===== config.mk =====
export PLATFORM = sky130hd
export DESIGN_NAME = alu_cmd_ctrl
export DESIGN_NICKNAME = d
export VERILOG_FILES = /design/src/rtl/alu_pkg.sv /design/src/rtl/alu_cmd_fifo.sv /design/src/rtl/alu_cmd_ctrl.sv
export SDC_FILE = /design/constraint.sdc
export NUM_CORES = 1
export LEC_CHECK = 0
export ABC_CLOCK_PERIOD_IN_PS = 3200
export CORE_MARGIN = 10
export CORE_UTILIZATION = 58
export DETAILED_ROUTE_END_ITERATION = 10
export PLACE_DENSITY = 0.86
export SYNTH_ARGS = -nofsm -noshare
export SYNTH_HDL_FRONTEND = slang
export SYNTH_SLANG_ARGS = --single-unit

===== constraint.sdc =====
create_clock -name clk -period 3.2 [get_ports clk]
set_input_delay 0.64 -clock clk [delete_from_list [all_inputs] [get_ports clk]]
set_output_delay 0.64 -clock clk [all_outputs]
set_load 0.03 [all_outputs]

===== src/rtl/alu_pkg.sv =====
// Shared opcodes, FSM state and command layout for the ALU command front-end.
package alu_pkg;
  localparam int ALU_N = 8;

  localparam logic [3:0] ALU_ADD    = 4'b0000;
  localparam logic [3:0] ALU_SUB    = 4'b0001;
  localparam logic [3:0] ALU_MUL    = 4'b0010;
  localparam logic [3:0] ALU_DIV    = 4'b0011;
  localparam logic [3:0] ALU_AND    = 4'b0100;
  localparam logic [3:0] ALU_OR     = 4'b0101;
  localparam logic [3:0] ALU_XOR    = 4'b0110;
  localparam logic [3:0] ALU_SLL    = 4'b0111;
  localparam logic [3:0] ALU_SRL    = 4'b1000;
  localparam logic [3:0] ALU_OP_MAX = 4'b1000;

  typedef enum logic {IDLE, EXEC} alu_ctrl_state_t;

  // Reference layout at the default width; the top re-declares it for its own N.
  typedef struct packed {
    logic [3:0]       op;
    logic [ALU_N-1:0] a;
    logic [ALU_N-1:0] b;
    logic             sgn;
  } alu_cmd_t;
endpackage


===== src/rtl/alu_cmd_fifo.sv =====
// Synchronous FIFO with extra-MSB pointers; push ignored when full, pop ignored when empty.
module alu_cmd_fifo #(
  parameter int W     = 21,
  parameter int DEPTH = 4
) (
  input  logic         clk,
  input  logic         rst_n,
  input  logic         i_push,
  input  logic [W-1:0] i_data,
  input  logic         i_pop,
  output logic [W-1:0] o_data,
  output logic         o_full,
  output logic         o_empty
);
  localparam int AW = $clog2(DEPTH);

  logic [AW:0]  r_wptr, r_rptr;
  logic [W-1:0] r_mem [DEPTH];
  logic         w_push, w_pop;

  assign o_empty = (r_wptr == r_rptr);
  assign o_full  = (r_wptr[AW] != r_rptr[AW]) && (r_wptr[AW-1:0] == r_rptr[AW-1:0]);
  assign w_push  = i_push && !o_full;
  assign w_pop   = i_pop && !o_empty;
  assign o_data  = r_mem[r_rptr[AW-1:0]];

  always_ff @(posedge clk) begin
    if (w_push) r_mem[r_wptr[AW-1:0]] <= i_data;
  end

  always_ff @(posedge clk or negedge rst_n) begin
    if (!rst_n) begin
      r_wptr <= '0;
      r_rptr <= '0;
    end else begin
      if (w_push) r_wptr <= r_wptr + 1'b1;
      if (w_pop)  r_rptr <= r_rptr + 1'b1;
    end
  end
endmodule


===== src/rtl/alu_cmd_ctrl.sv =====
// Valid/ready command front-end for a combinational ALU: FIFO -> operand regs -> response reg.
// Optional result/error screening is enabled by defining ALU_CTRL_ERRCHK_EN.
module alu_cmd_ctrl
  import alu_pkg::*;
#(
  parameter int N     = ALU_N,
  parameter int DEPTH = 4
) (
  input  logic         clk,
  input  logic         rst_n,
  input  logic         req_valid,
  output logic         req_ready,
  input  logic [3:0]   req_op,
  input  logic [N-1:0] req_a,
  input  logic [N-1:0] req_b,
  input  logic         req_signed,
  output logic [N-1:0] alu_a,
  output logic [N-1:0] alu_b,
  output logic [3:0]   alu_operation,
  output logic         alu_signed,
  input  logic [N-1:0] alu_result,
  output logic         rsp_valid,
  input  logic         rsp_ready,
  output logic [N-1:0] rsp_result,
  output logic         rsp_err,
  output logic [15:0]  op_count
);
  typedef struct packed {
    logic [3:0]   op;
    logic [N-1:0] a;
    logic [N-1:0] b;
    logic         sgn;
  } cmd_t;

  alu_ctrl_state_t r_state, w_state_nxt;
  cmd_t            w_req, w_head;
  logic            w_full, w_empty, w_pop, w_cap, w_rsp_hs;

  assign w_req     = '{op: req_op, a: req_a, b: req_b, sgn: req_signed};
  assign req_ready = !w_full;
  assign w_rsp_hs  = rsp_valid && rsp_ready;

  alu_cmd_fifo #(.W($bits(cmd_t)), .DEPTH(DEPTH)) u_fifo (
    .clk    (clk),
    .rst_n  (rst_n),
    .i_push (req_valid),
    .i_data (w_req),
    .i_pop  (w_pop),
    .o_data (w_head),
    .o_full (w_full),
    .o_empty(w_empty)
  );

  always_ff @(posedge clk or negedge rst_n) begin
    if (!rst_n) r_state <= IDLE;
    else        r_state <= w_state_nxt;
  end

  // A capture frees the operand regs, so the next command can be popped on the same edge.
  always_comb begin
    w_state_nxt = r_state;
    w_pop       = 1'b0;
    w_cap       = 1'b0;
    case (r_state)
      IDLE: if (!w_empty) begin
        w_pop       = 1'b1;
        w_state_nxt = EXEC;
      end
      EXEC: if (!rsp_valid || rsp_ready) begin
        w_cap = 1'b1;
        if (!w_empty) w_pop = 1'b1;
        else          w_state_nxt = IDLE;
      end
      default: w_state_nxt = IDLE;
    endcase
  end

  always_ff @(posedge clk or negedge rst_n) begin
    if (!rst_n) begin
      alu_a         <= '0;
      alu_b         <= '0;
      alu_operation <= '0;
      alu_signed    <= 1'b0;
    end else if (w_pop) begin
      alu_a         <= w_head.a;
      alu_b         <= w_head.b;
      alu_operation <= w_head.op;
      alu_signed    <= w_head.sgn;
    end
  end

`ifdef ALU_CTRL_ERRCHK_EN
  logic w_err;
  assign w_err = (alu_operation > ALU_OP_MAX) || ((alu_operation == ALU_DIV) && (alu_b == '0));

  always_ff @(posedge clk or negedge rst_n) begin
    if (!rst_n)     rsp_err <= 1'b0;
    else if (w_cap) rsp_err <= w_err;
  end
`else
  assign rsp_err = 1'b0;
`endif

  always_ff @(posedge clk or negedge rst_n) begin
    if (!rst_n) begin
      rsp_valid  <= 1'b0;
      rsp_result <= '0;
    end else if (w_cap) begin
      rsp_valid  <= 1'b1;
`ifdef ALU_CTRL_ERRCHK_EN
      rsp_result <= w_err ? '0 : alu_result;
`else
      rsp_result <= alu_result;
`endif
    end else if (w_rsp_hs) begin
      rsp_valid  <= 1'b0;
    end
  end

  always_ff @(posedge clk or negedge rst_n) begin
    if (!rst_n)                               op_count <= '0;
    else if (w_rsp_hs && op_count != 16'hFFFF) op_count <= op_count + 16'd1;
  end
endmodule


==> metrics, run 1 <==
core area approximately 9200 sq um; slowest stage delay, CP around 0.61 ns; Initial Util between 50% and 60%; hpwl dp 6.722 mm; largest net degree at the start of global routing 35; TNS Setup 0 ns; synth cell count leaders 84 x edfxtp_1, 53 x dfrtp_1, 21 x mux4_2; Die W around 120 um; area leader, netlist edfxtp_1; cell row count 35; final hold viol count 0; post-route non-filler standard cell count roughly 500; CP max FO 4; Via-to-Cell Ratio 5.719; ys async rst share approximately 39%; I/O pin cnt 81; most common cell in the synthesized netlist edfxtp_1; pwr dens just over 1000 nW/um^2; CTS buffer count 17; hold buffer count at CTS 0; postcts setup bufs 0; initial antenna violation count 0; Final setup viols 0; Synth Flop Type edfxtp_1; VDD IR max around 0.6 mV; worst r2r src op_count[0]$_DFFE_PN0P_; Max clock buf depth 2; Post-DRT Antenna Nets 0; WS Path Type register to output pin; Iter 0 DRT Violations 154; Leak between 2 and 3 nW; startpoint types register; minimum clock period between 2 and 3 ns; global-route wire length before repair approximately 17 mm; GRT overflow 0; DR vias 2871; RSZ-0062 raised after global routing false; status finished clean; Hold/Removal Path Class input port to asynchronous set/reset pin; Post-DP Area 6349 sq um; antenna diode count 0; CTS resizes 0; slew margin rel. roughly half; CP required between 2 and 3 ns; die area approximately 14000 sq um; WP buf/inv 1; FMAX around 370 MHz; total power slightly above 0.007 W; Max-Cap Viols 0; share of the synthesized area in the top cell type a little under half; P&R area growth vs syn 27.33%; Post-Syn Nets 320; Routed wire per std cell 21.11 um; register area share after synthesis between 70% and 80%; layout cells sized above 1 between 20% and 30%; clk slew on worst S/H paths approximately 0.060 ns; placed cells 470; Mapped Cells 281; GP Congestion approximately 0.8; Tcrit/Tclk final around 84%; Register-to-Register Setup Slack around 1.1 ns; Synth area leaders edfxtp_1 46%, dfrtp_1 24%, mux4_2 8.7%; RR Endpoint op_count[3]$_DFFE_PN0P_; first-pass iteration count of the detailed router 4; Die Height ~120 um; Post-synth EDFFs 84; final slew viol count 0; syn_area_per_cell 19.31 sq um; R2R cell count 6; clk_lat worst skew 0.52 ns; Crit path max-delay family buffers and inverters; CTS HTree Levels 4; fin nets between 400 and 500; synthesized cell area between 5000 and 6000 sq um; total clock sinks between 100 and 150; Final Skew 0.01533 ns; crit path cell chain xnor2_2, nand3_1, clkdlybuf4s50_1; GRT Overall Usage approximately 17%; CP Capture Type output pin; Critical Path Slowest Stage Cell clkdlybuf4s50_1; Ys Warns 0; #FFs+latches synth 137; root buf cell clkbuf_8; measured slew at the worst slew-check pin roughly 0.74 ns; design area around 6900 sq um; CTS tree done; Buffers on Ports 79; final WL between 10 and 15 mm; DRC viols 0; # fillers approximately 530; vias in the first global route approximately 3.1k; Synth cell types 37; WP data arrival slightly above 2 ns
-- report_power, final --
part	internal, W	total (W)	switching, W
clock	0.00105	0.00181	0.000760
combinational	0.00121	0.00259	0.00139
sequential	0.00244	0.00274	0.000292
total	0.00470	0.00714	0.00244
-- cells by family after synthesis --
logic type,synth area share [%]
multiplexers,15.15
other,0.06912
adder cells (fa/ha/maj),1.384
XOR/XNOR,4.198
flip-flops,70.94
buffers and inverters,1.568
AND/OR/NAND/NOR,5.304
AO/OA/AOI/OAI,1.384
-- per-layer routing --
metal  part of all wire, %  wire length, um  global-route usage, %  vias up
li1                      -                -                      -     1283
met1                    40             4262                  18.95     1479
met4                   1.0              106                  6.425        0
met5                     0                0                      0        -
met2                    51             5354                  27.90       97
met3                   8.2              873                  6.471       12
-- cell type report --
type | count | area (sq um) | share of cell area [%]
clock buffers | 18 | 417.9 | 6.050
clock inverters | 14 | 141.4 | 2.047
inverters | 4 | 15.01 | 0.2174
multi-input cells | 130 | 1491 | 21.59
flip-flops and latches | 137 | 3850 | 55.73
well taps | 111 | 138.9 | 2.011
repair buffers | 88 | 853.3 | 12.35
-- state kept, by name, indices dropped and copies added (netlist names) --
signal / count
rsp_valid: 1
alu_signed: 1
u_fifo.r_mem: 84
op_count: 16
alu_a: 8
alu_b: 8
r_state: 1
alu_operation: 4
rsp_result: 8
u_fifo.r_rptr: 3
u_fifo.r_wptr: 3
-- worst register-to-register path: cells and delay by family, from the launching register on --
family	cells	cell delay [ns]
fa+ha+maj	1	0.20
xor+xnor	1	0.18
buf+inv	1	0.26
flops	1	0.42
simple gates	3	0.92
-- through the flow --
stage          hold WS (ns)  worst slack (ns)  util, %
2_1_floorplan        0.3444             1.202        -
3_3_place_gp         0.4669            0.8690    69.36
3_5_place_dp         0.4857            0.8546    69.36
4_1_cts             0.09377            0.4716    75.48
5_1_grt              0.1132            0.4361    75.48
6_report            0.09161            0.5254    75.48
-- cell usage in the layout (no fill, tap or decap), types with 4 or more instances in the layout --
master / n
ha_1: 6
clkbuf_16: 16
buf_4: 9
dfrtp_1: 52
mux2_2: 20
inv_1: 4
clkdlybuf4s50_1: 78
nand4_1: 4
nand2_1: 9
xnor2_1: 6
and2_1: 4
xor2_1: 15
mux4_2: 21
edfxtp_1: 84
inv_6: 4
nand3_1: 6
nor3_1: 5
mux2_1: 11
-- worst max path at each step --
stage | cells past startpoint | slack (ns) | to | start
CTS | 3 | 0.47 | req_ready | u_fifo.r_wptr[1]$_DFFE_PN0N_
floorplan | 4 | 1.20 | u_fifo.r_mem[3][0]$_DFFE_PP_ | u_fifo.r_rptr[1]$_DFFE_PN0P_
detailed placement | 5 | 0.85 | alu_operation[1]$_DFFE_PN0P_ | rsp_ready
global route | 3 | 0.44 | req_ready | u_fifo.r_wptr[1]$_DFFE_PN0N_
finish | 3 | 0.53 | req_ready | u_fifo.r_wptr[1]$_DFFE_PN0N_
global placement | 5 | 0.87 | alu_b[6]$_DFFE_PN0P_ | rsp_ready
Note: power is estimated with default switching activity, not from simulation.
==> inputs of run 2 (changes only) <==
- ABC_CLOCK_PERIOD_IN_PS: 3200 -> 2200
- CORE_UTILIZATION: 58 -> 48
- PLACE_DENSITY: 0.86 -> 0.76
- clock period: 3.2 -> 2.2 ns (I/O delays scaled with it)
==> run 2 against run 1 <==
  * Flip-flop and latch count unchanged
  * Register-to-register slack worse by 0.73 ns
  * Core utilization down 11 points
  * First-iteration DRC count up 15%
  * Final cell count up 7.0%
  * Routed wire length down 0.18%
  * Critical path depth down 2
  * Sequential power up 45%
  * Non-clock buffer count up 6
==> metrics, run 2 (synthesis results as in run 1) <==
Iter 0 DRT Violations around 180; vias in the first global route 3093; Final Skew 0.007508 ns; DRC viols 0; pwr dens about 1500 nW/um^2; critical path endpoint op_count[4]; hold buffer count at CTS 0; I/O pin cnt 81; DR vias about 2.8k; antenna diode count 0; WP data arrival around 1.6 ns; hpwl dp around 7.0 mm; commonest cells after routing, fill and taps aside 84 x edfxtp_1, 77 x clkdlybuf4s50_1, 52 x dfrtp_1, 21 x mux4_2, 20 x mux2_2; CP max FO 6; TNS Setup 0 ns; worst r2r src u_fifo.r_wptr[1]$_DFFE_PN0N_; post-route non-filler standard cell count approximately 540; core area around 11000 sq um; Critical Path Slowest Stage Cell clkdlybuf4s50_1; Buffers on Ports ~80; final hold viol count 0; cell row count 38; Max-Cap Viols 0; die area around 16000 sq um; Post-DRT Antenna Nets 0; Crit path max-delay family buffers and inverters; Hold/Removal Path Class input port to asynchronous set/reset pin; RSZ-0062 raised after global routing false; GRT Overall Usage 13.64%; CP required between 1.5 and 2 ns; Max clock buf depth 2; WP buf/inv 1; Via-to-Cell Ratio 5.272; final slew viol count 0; global-route wire length before repair about 17 mm; initial antenna violation count 0; Final setup viols 0; Routed wire per std cell 19.70 um; WS Path Type register to output pin; RR Endpoint u_fifo.r_mem[1][20]$_DFFE_PP_; largest net degree at the start of global routing 54; post-layout util about two thirds; startpoint types register; crit path from op_count[4]$_DFFE_PN0P_; total clock sinks roughly 140; placed cells between 500 and 600; Die Height about 130 um; most common cell after layout, fill and taps aside edfxtp_1; design area just over 7000 sq um; root buf cell clkbuf_16; crit path cell chain clkdlybuf4s50_1; Die W roughly 130 um; Initial Util 49.61%; slowest stage delay, CP between 0.7 and 0.8 ns; GRT overflow 0; Post-DP Area around 6500 sq um; critical path depth in cells 1; postcts setup bufs 0; final WL about 11 mm; GP Congestion ~0.74; total power approximately 0.011 W; first-pass iteration count of the detailed router 4; layout cells sized above 1 ~26%; Tcrit/Tclk final approximately 93%; status finished clean; clk slew on worst S/H paths roughly 0.06 ns; fin nets between 400 and 500; VDD IR max a little over 0.8 mV; CTS buffer count 17; CTS resizes 0; CTS HTree Levels 4; Register-to-Register Setup Slack 0.35 ns; minimum clock period slightly above 2 ns; Leak around 2.6 nW; P&R area growth vs syn 30.47%; max reg flops between 80 and 90; FMAX a little under 500 MHz; CTS tree done; clk_lat worst skew about 0.4 ns; R2R cell count 4; CP Capture Type output pin
[run 2: cell types whose count changed in the layout (fill, tap and decap cells not counted), sizes merged]
cell | before | now
clkinvlp | 3 | 2
clkdlybuf4s50 | 78 | 77
inv | 10 | 6
clkinv | 4 | 6
clkbuf | 18 | 19
buf | 10 | 17
bufinv | 1 | 3
[run 2: how the worst min path moves through the flow]
| stage | endpoint | slack (ns) | cells past startpoint |
|---|---|---|---|
| after floorplan | alu_a[0]$_DFFE_PN0P_ | 0.14 | 0 |
| after global placement | alu_b[4]$_DFFE_PN0P_ | 0.46 | 2 |
| after detailed placement | alu_b[4]$_DFFE_PN0P_ | 0.46 | 2 |
| after CTS | alu_a[2]$_DFFE_PN0P_ | 0.02 | 2 |
| after global routing | rsp_result[1]$_DFFE_PN0P_ | 0.03 | 2 |
| final | rsp_result[1]$_DFFE_PN0P_ | 0.01 | 2 |
[run 2: layout make-up]
cell class                 count  area (sq um)
tap                          140         175.2
clock buffer                  19         442.9
timing repair buffer          94         933.4
sequential                   137          3850
clock inverter                13         170.2
inverter                       4         15.01
multi-input combinational    130          1491
fill                         771          3857
[run 2: report_power, final]
| part | internal (W) | total [W] | switching (W) |
|---|---|---|---|
| Combinational | 0.00185 | 0.00386 | 0.00201 |
| Sequential | 0.00355 | 0.00397 | 0.000420 |
| Clock | 0.00183 | 0.00290 | 0.00107 |
| Total | 0.00723 | 0.0107 | 0.00350 |
[run 2: per-layer routing]
layer | track usage, % | part of all wire (%) | vias up
li1 | - | - | 1291
met2 | 22.75 | 51 | 84
met5 | 0 | 0 | -
met4 | 5.023 | 1.0 | 0
met3 | 5.831 | 6.7 | 10
met1 | 15.31 | 41 | 1446
[run 2: per-stage QoR]
step / hold WS (ns) / setup slack (ns)
2_1_floorplan: 0.1444 / 0.2017
3_3_place_gp: 0.4604 / 0.1921
3_5_place_dp: 0.4633 / 0.1235
4_1_cts: 0.01739 / 0.1296
5_1_grt: 0.02896 / 0.09096
6_report: 0.01136 / 0.1579
==> inputs of run 3 (changes only) <==
- CORE_UTILIZATION: 48 -> 45
- PLACE_DENSITY: 0.76 -> 0.72
==> run 3 against run 2 <==
  * Clock power is 7.2% lower
  * Via count is 0.67% lower
  * Register-to-register slack hardly changed
  * Clock skew is 0.00072 ns higher
  * Non-clock buffer count stayed put
  * Clock-buffer cell count stayed put
  * Largest cell class unchanged
==> metrics, run 3 (synthesis results as in run 1) <==
status finished clean; routed length on met2 around 4.9 mm; clk_lat worst skew 0.42 ns; CTS tree done; DRC viols 0; Met1 Wirelength about 4.6 mm; CTS resizes 0; Via-to-Cell Ratio 5.169; clk slew on worst S/H paths 0.06 ns; Initial Util between 40% and 50%; RR Endpoint u_fifo.r_mem[2][20]$_DFFE_PP_; global-route wire length before repair around 17 mm; Iter 0 DRT Violations between 100 and 150; VDD IR max between 0.7 and 0.8 mV; Leak roughly 2.6 nW; Max clock buf depth 2; final worst slack approximately 0.15 ns; commonest cells after routing, fill and taps aside 84 x edfxtp_1, 77 x clkdlybuf4s50_1, 52 x dfrtp_1, 21 x mux4_2, 20 x mux2_2; TNS Setup 0 ns; CP Capture Type output pin; crit path from op_count[4]$_DFFE_PN0P_; die area roughly 17000 sq um; critical path endpoint op_count[4]; CP required about 1.8 ns; post-layout util between 50% and 60%; Die Height 129.8 um; slew margin rel. about three fifths; Register-to-Register Setup Slack roughly 0.34 ns; CTS buffer count 17; largest net degree at the start of global routing 25; critical path depth in cells 1; FMAX slightly below 500 MHz; final slew viol count 0; layout cells sized above 1 25.94%; Final setup viols 0; DP Worst Slack approximately 0.16 ns; WP data arrival between 1.5 and 2 ns; Buffers on Ports 79; crit path cell chain clkdlybuf4s50_1; hold buffer count at CTS 0; WP buf/inv 1; measured slew at the worst slew-check pin 0.5766 ns; vias in the first global route 3157; minimum clock period between 2 and 2.5 ns; P&R area growth vs syn 30.58%; I/O pin cnt 81; post-route non-filler standard cell count 544; fin nets ~420; CTS HTree Levels 4; postcts setup bufs 0; WS Path Type register to output pin; worst r2r src u_fifo.r_rptr[0]$_DFFE_PN0P_; antenna diode count 0; Routed wire per std cell 18.88 um; Crit path max-delay family buffers and inverters; startpoint types register; GRT overflow 0; GP Congestion 0.7116; final hold viol count 0; Die W ~130 um; initial antenna violation count 0; hpwl dp 6.841 mm; CP max FO 6; slowest stage delay, CP between 0.7 and 0.8 ns; cell row count 40; met3 routed WL about 600 um; Max-Cap Viols 0; final WL 10.27 mm; total clock sinks 137; first-pass iteration count of the detailed router 4; Post-DRT Antenna Nets 0; DR vias 2812; R2R cell count 4; DR top layer met4; Hold/Removal Path Class input port to asynchronous set/reset pin; placed cells ~500; Final Skew 0.008225 ns; GRT Overall Usage a little over an eighth; root buf cell clkbuf_16; Tcrit/Tclk final approximately 93%; # fillers roughly 910; RSZ-0062 raised after global routing false; pwr dens ~1500 nW/um^2; max reg flops 84; core area between 10000 and 15000 sq um; most common cell after layout, fill and taps aside edfxtp_1; Critical Path Slowest Stage Cell clkdlybuf4s50_1
[run 3: cell types whose count changed in the layout (fill, tap and decap cells not counted), moves of 2 or more]
cell        change
buf_12          +3
buf_4           -3
bufinv_16       -2
clkinv_4        -2
clkinvlp_4      +4
[run 3: through the flow]
step	area (sq um)	total power [W]	hold slack, ns
3_5_place_dp	6511	0.007977	0.4756
2_1_floorplan	5425	0.006493	0.1444
4_1_cts	7084	0.01070	0.02792
6_report	7084	0.01054	0.01914
5_1_grt	7084	0.01114	0.04527
3_3_place_gp	6511	0.007897	0.4653
[run 3: worst min-delay path by stage]
| stage | end | cells after the start | slack, ns |
|---|---|---|---|
| after CTS | alu_b[5]$_DFFE_PN0P_ | 1 | 0.03 |
| final | alu_b[5]$_DFFE_PN0P_ | 1 | 0.02 |
| after detailed placement | alu_b[3]$_DFFE_PN0P_ | 1 | 0.48 |
| after global routing | alu_b[5]$_DFFE_PN0P_ | 1 | 0.05 |
| after global placement | alu_b[3]$_DFFE_PN0P_ | 1 | 0.47 |
| after floorplan | alu_a[0]$_DFFE_PN0P_ | 0 | 0.14 |
[run 3: power by group]
part           internal, W  switching (W)  leakage [nW]  total (W)
clock network      0.00162        0.00107         0.264    0.00269
logic              0.00189        0.00197         0.955    0.00386
registers          0.00355       0.000445          1.41    0.00400
[run 3: cell type report]
type	instances	area (sq um)	area share, %
Sequential cell	137	3850	54.34
Multi-Input combinational cell	130	1491	21.05
Timing Repair Buffer	94	970.9	13.71
Clock buffer	19	452.9	6.393
Tap cell	147	183.9	2.596
Clock inverter	13	120.1	1.696
Inverter	4	15.01	0.2119
[run 3: layer usage]
layer / vias up / track usage (%)
li1: 1291 / -
met2: 78 / 21.06
met1: 1432 / 16.21
met3: 11 / 4.462
met4: 0 / 6.151
met5: - / 0
